==> src/rtl/id_hazard_scheduler_if.sv <==
// Decode-stage hazard interface: decode operand info, pipeline advance handshakes and
// the scheduler's issue/forwarding decisions. The pipeline control side is the master.
interface id_hazard_scheduler_if;
  // Decode-stage instruction
  logic       id_valid;
  logic       id_src1_en;
  logic [4:0] id_src1_addr;
  logic       id_src2_en;
  logic [4:0] id_src2_addr;
  logic       id_gr_we;
  logic [4:0] id_dest;
  logic       id_is_load;

  // Pipeline advance handshakes
  logic       exe_allow_in;
  logic       exe_to_mem_fire;
  logic       mem_to_wb_fire;
  logic       wb_retire;
  logic       flush;

  // Scheduler decisions
  logic       id_ready_go;
  logic       id_fire;
  logic [1:0] fwd_sel1;
  logic [1:0] fwd_sel2;

  modport master (
    output id_valid, id_src1_en, id_src1_addr, id_src2_en, id_src2_addr,
    output id_gr_we, id_dest, id_is_load,
    output exe_allow_in, exe_to_mem_fire, mem_to_wb_fire, wb_retire, flush,
    input  id_ready_go, id_fire, fwd_sel1, fwd_sel2
  );

  modport slave (
    input  id_valid, id_src1_en, id_src1_addr, id_src2_en, id_src2_addr,
    input  id_gr_we, id_dest, id_is_load,
    input  exe_allow_in, exe_to_mem_fire, mem_to_wb_fire, wb_retire, flush,
    output id_ready_go, id_fire, fwd_sel1, fwd_sel2
  );
endinterface

==> src/rtl/id_hazard_scheduler.sv <==
// Decode-stage hazard scheduler for the 5-stage LoongArch pipeline.
// Shadows the GPR writers held in EXE/MEM/WB, derives the load-use interlock
// (id_ready_go) and per-source operand forwarding selects, and counts stall cycles.
module id_hazard_scheduler #(
  parameter bit          MEM_LOAD_STALL = 1'b0,
  parameter int unsigned CNT_W          = 32
) (
  input  logic                 clk,
  input  logic                 reset,
  id_hazard_scheduler_if.slave bus,
  output logic [CNT_W-1:0]     stall_cnt
);

  // Forwarding select encoding
  localparam logic [1:0] SelRf  = 2'd0;
  localparam logic [1:0] SelExe = 2'd1;
  localparam logic [1:0] SelMem = 2'd2;
  localparam logic [1:0] SelWb  = 2'd3;

  typedef struct packed {
    logic       v;
    logic       we;
    logic [4:0] dest;
    logic       ld;
  } slot_t;

  slot_t exe_q, exe_d;
  slot_t mem_q, mem_d;
  slot_t wb_q,  wb_d;

  logic [CNT_W-1:0] stall_cnt_q, stall_cnt_d;

  // A slot supplies a source only for a real, non-r0 read of the register it writes.
  function automatic logic slot_hit(input logic en, input logic [4:0] addr, input slot_t s);
    return en && (addr != 5'd0) && s.v && s.we && (s.dest == addr);
  endfunction

  logic src1_exe_hit, src1_mem_hit, src1_wb_hit;
  logic src2_exe_hit, src2_mem_hit, src2_wb_hit;
  logic src1_interlock, src2_interlock;
  logic ready_go;
  logic fire;

  // Per-source slot hit detection against the shadow pipeline.
  always_comb begin
    src1_exe_hit = slot_hit(bus.id_src1_en, bus.id_src1_addr, exe_q);
    src1_mem_hit = slot_hit(bus.id_src1_en, bus.id_src1_addr, mem_q);
    src1_wb_hit  = slot_hit(bus.id_src1_en, bus.id_src1_addr, wb_q);
    src2_exe_hit = slot_hit(bus.id_src2_en, bus.id_src2_addr, exe_q);
    src2_mem_hit = slot_hit(bus.id_src2_en, bus.id_src2_addr, mem_q);
    src2_wb_hit  = slot_hit(bus.id_src2_en, bus.id_src2_addr, wb_q);
  end

  // Load data is not available until after MEM (or after WB with a sync-read RAM).
  always_comb begin
    src1_interlock = (src1_exe_hit && exe_q.ld) ||
                     (MEM_LOAD_STALL && src1_mem_hit && mem_q.ld);
    src2_interlock = (src2_exe_hit && exe_q.ld) ||
                     (MEM_LOAD_STALL && src2_mem_hit && mem_q.ld);
    ready_go       = !(src1_interlock || src2_interlock);
    fire           = bus.id_valid && ready_go && bus.exe_allow_in;
  end

  // Youngest writer wins; selects stay valid during interlock and are ignored downstream.
  always_comb begin
    bus.fwd_sel1 = SelRf;
    if (src1_exe_hit) begin
      bus.fwd_sel1 = SelExe;
    end else if (src1_mem_hit) begin
      bus.fwd_sel1 = SelMem;
    end else if (src1_wb_hit) begin
      bus.fwd_sel1 = SelWb;
    end

    bus.fwd_sel2 = SelRf;
    if (src2_exe_hit) begin
      bus.fwd_sel2 = SelExe;
    end else if (src2_mem_hit) begin
      bus.fwd_sel2 = SelMem;
    end else if (src2_wb_hit) begin
      bus.fwd_sel2 = SelWb;
    end
  end

  assign bus.id_ready_go = ready_go;
  assign bus.id_fire     = fire;
  assign stall_cnt       = stall_cnt_q;

  // Slot advance mirrors the real pipeline handshakes; all slots read old values.
  always_comb begin
    exe_d = exe_q;
    if (bus.flush) begin
      exe_d = '0;
    end else if (fire) begin
      exe_d = '{v: 1'b1, we: bus.id_gr_we, dest: bus.id_dest, ld: bus.id_is_load};
    end else if (bus.exe_to_mem_fire) begin
      exe_d.v = 1'b0;
    end

    mem_d = mem_q;
    if (bus.flush) begin
      mem_d = '0;
    end else if (bus.exe_to_mem_fire) begin
      mem_d = exe_q;
    end else if (bus.mem_to_wb_fire) begin
      mem_d.v = 1'b0;
    end

    // WB has committed, so a flush never reaches it.
    wb_d = wb_q;
    if (bus.mem_to_wb_fire) begin
      wb_d = mem_q;
    end else if (bus.wb_retire) begin
      wb_d.v = 1'b0;
    end
  end

  // Saturating interlock-cycle counter.
  always_comb begin
    stall_cnt_d = stall_cnt_q;
    if (bus.id_valid && !ready_go && (stall_cnt_q != {CNT_W{1'b1}})) begin
      stall_cnt_d = stall_cnt_q + CNT_W'(1);
    end
  end

  // The WB load flag is carried for slot uniformity; WB data is always ready.
  logic unused_wb_ld;
  assign unused_wb_ld = wb_q.ld;

  // State registers with asynchronous reset.
  always_ff @(posedge clk or posedge reset) begin
    if (reset) begin
      exe_q       <= '0;
      mem_q       <= '0;
      wb_q        <= '0;
      stall_cnt_q <= '0;
    end else begin
      exe_q       <= exe_d;
      mem_q       <= mem_d;
      wb_q        <= wb_d;
      stall_cnt_q <= stall_cnt_d;
    end
  end

endmodule

==> src/flat_wrapper.sv <==
// flat-port wrapper written by rule: the top's interface ports become plain ports
module id_hazard_scheduler_flat 
#(
  parameter bit          MEM_LOAD_STALL = 1'b0,
  parameter int unsigned CNT_W          = 32
)
  (clk, reset, stall_cnt, bus_id_valid, bus_id_src1_en, bus_id_src1_addr, bus_id_src2_en, bus_id_src2_addr, bus_id_gr_we, bus_id_dest, bus_id_is_load, bus_exe_allow_in, bus_exe_to_mem_fire, bus_mem_to_wb_fire, bus_wb_retire, bus_flush, bus_id_ready_go, bus_id_fire, bus_fwd_sel1, bus_fwd_sel2);
  id_hazard_scheduler_if bus_i ();
  input  logic clk;
  input  logic reset;
  output logic [CNT_W-1:0] stall_cnt;
  input wire logic [$bits(bus_i.id_valid)-1:0] bus_id_valid;
  input wire logic [$bits(bus_i.id_src1_en)-1:0] bus_id_src1_en;
  input wire logic [$bits(bus_i.id_src1_addr)-1:0] bus_id_src1_addr;
  input wire logic [$bits(bus_i.id_src2_en)-1:0] bus_id_src2_en;
  input wire logic [$bits(bus_i.id_src2_addr)-1:0] bus_id_src2_addr;
  input wire logic [$bits(bus_i.id_gr_we)-1:0] bus_id_gr_we;
  input wire logic [$bits(bus_i.id_dest)-1:0] bus_id_dest;
  input wire logic [$bits(bus_i.id_is_load)-1:0] bus_id_is_load;
  input wire logic [$bits(bus_i.exe_allow_in)-1:0] bus_exe_allow_in;
  input wire logic [$bits(bus_i.exe_to_mem_fire)-1:0] bus_exe_to_mem_fire;
  input wire logic [$bits(bus_i.mem_to_wb_fire)-1:0] bus_mem_to_wb_fire;
  input wire logic [$bits(bus_i.wb_retire)-1:0] bus_wb_retire;
  input wire logic [$bits(bus_i.flush)-1:0] bus_flush;
  output wire logic [$bits(bus_i.id_ready_go)-1:0] bus_id_ready_go;
  output wire logic [$bits(bus_i.id_fire)-1:0] bus_id_fire;
  output wire logic [$bits(bus_i.fwd_sel1)-1:0] bus_fwd_sel1;
  output wire logic [$bits(bus_i.fwd_sel2)-1:0] bus_fwd_sel2;
  assign bus_i.id_valid = bus_id_valid;
  assign bus_i.id_src1_en = bus_id_src1_en;
  assign bus_i.id_src1_addr = bus_id_src1_addr;
  assign bus_i.id_src2_en = bus_id_src2_en;
  assign bus_i.id_src2_addr = bus_id_src2_addr;
  assign bus_i.id_gr_we = bus_id_gr_we;
  assign bus_i.id_dest = bus_id_dest;
  assign bus_i.id_is_load = bus_id_is_load;
  assign bus_i.exe_allow_in = bus_exe_allow_in;
  assign bus_i.exe_to_mem_fire = bus_exe_to_mem_fire;
  assign bus_i.mem_to_wb_fire = bus_mem_to_wb_fire;
  assign bus_i.wb_retire = bus_wb_retire;
  assign bus_i.flush = bus_flush;
  assign bus_id_ready_go = bus_i.id_ready_go;
  assign bus_id_fire = bus_i.id_fire;
  assign bus_fwd_sel1 = bus_i.fwd_sel1;
  assign bus_fwd_sel2 = bus_i.fwd_sel2;
  id_hazard_scheduler #(.MEM_LOAD_STALL(MEM_LOAD_STALL), .CNT_W(CNT_W)) u_core (.clk(clk), .reset(reset), .bus(bus_i), .stall_cnt(stall_cnt));
endmodule
==> config.mk <==
export PLATFORM = sky130hd
export DESIGN_NAME = id_hazard_scheduler_flat
export DESIGN_NICKNAME = d
export VERILOG_FILES = /design/src/rtl/id_hazard_scheduler_if.sv /design/src/rtl/id_hazard_scheduler.sv /design/src/flat_wrapper.sv
export SDC_FILE = /design/constraint.sdc
export NUM_CORES = 1
export LEC_CHECK = 0
export ABC_AREA = 1
export CAP_MARGIN = 0
export CORE_AREA = 2 2 67 116
export DETAILED_ROUTE_END_ITERATION = 16
export DIE_AREA = 0 0 69 118
export GPL_TIMING_DRIVEN = 0
export PLACE_DENSITY = 0.79
export SLEW_MARGIN = 10
export SYNTH_ARGS = -nofsm -noshare
export SYNTH_HDL_FRONTEND = slang
export SYNTH_SLANG_ARGS = --single-unit
==> constraint.sdc <==
create_clock -name clk -period 2.5 [get_ports clk]
set_clock_uncertainty 0.2 [all_clocks]
set_input_delay 0.25 -clock clk [delete_from_list [all_inputs] [get_ports clk]]
set_output_delay 0.25 -clock clk [all_outputs]
set_load 0.1 [all_outputs]
==> out/results.txt <==
Mapped Nets - 585
kind of critical path - in2out
f_max - 411 MHz
CTS Buf Count - 5
Routed Antenna Nets - 0
I/O pins - 65
routed length on met2 - 6.42 mm
met1 wire length - 4.08 mm
EDFF count, synth - 0
clock slew at reported path FFs - 0.07 ns
Worst setup SP type - primary input
commonest non-fill, non-tap cell in the layout - nand2_1
PortBufs - 62
Post-Synthesis Cell Area - 3780 µm²
Reg-to-Reg Start - u_core.stall_cnt[0]
Seq/Total Area, Yosys - 35.7%
NumNets Final - 655
Max FO, Critical Path - 5
Clock Sink Count - 54
setup violators final - 0
final WL - 11.8 mm
post-synth top area share - 35.7%
Total GRT Usage - 30.1%
fin. max-slew vios - 0
CTS tree - yes
Wirelength per Cell - 16.5 µm
period utilisation layout - 97.4%
vias in the first global route - 3,964
Via Count - 3,919
worst-margin pin slew - 0.990 ns
PD cells - 402 nW/µm²
DR top layer - met4
cell taking the most area after synthesis - dfrtp_1
Final Cell Area - 4740 µm²
vias per inst - 5.49
Worst setup EP type - output pin
layout cells sized above 1 - 8.92%
YS warnings - 0
largest net degree at the start of global routing - 36
Yosys cell types - 32
Critical path origin - bus_id_src1_addr[2]
Layout area overhead - 25.4%
initial detailed-routing violation count - 229
H-tree depth - 2
Most used DFF post-synth - dfrtp_1
Tmin final - 2.43 ns
First-pass DRT Iterations - 4
first-pass GRT wire length - 19.5 mm
Synth area leaders - dfrtp_1, nand2_1, nand4_1
endpoints failing hold - 0
Reg2Reg Depth - 9
die width - 69 µm
clk_lat worst skew - 0.30 ns
Die ar. - 8140 µm²
r2r setup slk - 0.25 ns
dpl hpwl - 9.14 mm
core box area - 7180 µm²
row count - 41
number of max-cap violations - 0
gr ovfl total - 0
Slew headroom - 33.8%
flops & latches, synth - 54
GP Congestion - 0.975
DIE HEIGHT - 118 µm
CP Data Required Time - 2.05 ns
worst min path class - in2async
data arrival time of the worst path - 1.98 ns
worst vdd ir - 0.000268 V
DRC viols - 0
outcome - completed
cell count after synthesis - 557
Cell Area, Placed - 4540 µm²
CTS root buffer - clkbuf_16
Pleak - 2.27 nW
diode count - 0
initial antenna violation count - 0
Max Root-Sink Buffers - 2
commonest cells after routing, fill and taps aside - nand2_1, nor2_1, clkdlybuf4s50_1, dfrtp_1, nand4_1
Syn Area/Cell - 6.79 µm²
initial core utilization - 52.6%
Final Power - 1.91 mW
Routed met3 length - 450 µm
Async SR Flop Fraction - 100%
cells by family after synthesis:
family,share of synthesized area (%)
XOR/XNOR,6.02
buffers and inverters,6.98
AND/OR/NAND/NOR,46.5
AO/OA/AOI/OAI,4.47
flip-flops,35.7
adder cells (fa/ha/maj),0.331
power by group:
group	internal [mW]	switching, mW	total (mW)
Sequential	0.885	0.0164	0.901
Combinational	0.0698	0.115	0.184
Clock	0.479	0.343	0.821
repair_timing:
| action | 4_1_cts | 5_1_grt |
|---|---|---|
| hold buffers | 0 | 0 |
| setup endpoints to repair | 6 | 5 |
| pin swaps | 0 | 1 |
| buffers inserted | 0 | 0 |
| resized for setup | 39 | 9 |
layer usage:
layer	global-route usage, %	vias up
met4	22.4	0
met3	3.94	45
met5	0	-
met2	54.7	128
met1	30.4	1800
li1	-	1946
worst paths after layout:
path	end
setup / recovery	bus_fwd_sel1[1]
hold / removal	u_core.wb_q[5]
setup reg to reg	u_core.stall_cnt[10]
hold reg to reg	u_core.wb_q[6]
max in group asynchronous	u_core.stall_cnt[24]
min in group clk	u_core.wb_q[5]
area by class of cell:
type	count	area, µm²
fill	657	2440
tap	86	108
clock buffer	5	125
clock inverter	3	47.5
inverter	41	154
multi-input combinational	447	2200
timing repair buffer	63	648
buffer	15	110
sequential	54	1350
synth_stat cells, types with 4 or more instances:
library cell / instances
nor2_4: 4
buf_2: 4
nand3_1: 20
nor2_1: 63
o22ai_1: 7
nand3b_1: 15
a21oi_1: 8
buf_6: 5
xor2_1: 21
inv_2: 4
xnor2_1: 5
nand2_2: 8
dfrtp_1: 54
o21ai_0: 8
nand4_1: 41
nand2_1: 231
inv_1: 36
state kept, by name (all words and copies together) (netlist names):
signal,flops
u_core.wb_q,7
u_core.exe_q,8
u_core.stall_cnt,32
u_core.mem_q,7
worst max-delay path: stages:
cell	delay [ns]
clkdlybuf4s50_1	0.55
xor2_1	0.21
a21oi_1	0.13
nand2_1	0.08
nor3_2	0.25
nand2_1	0.11
a21boi_2	0.16
buf_6	0.24
through the flow:
step / instances / util [%] / hold WS (ns) / TNS, ns / setup WS [ns]
6_report: 714 / 66.0 / 0.0833 / 0 / 0.0661
5_1_grt: 714 / 66.0 / 0.110 / -0.00632 / -0.00632
4_1_cts: 714 / 65.6 / 0.0916 / 0 / 0.0261
3_5_place_dp: 706 / 63.2 / 0.294 / -5.06 / -0.893
3_3_place_gp: 705 / 62.9 / 0.268 / -20.89 / -0.876
2_1_floorplan: 557 / - / 0.150 / 0 / 0.0909
No activity file was read; power rests on OpenSTA's default activity.
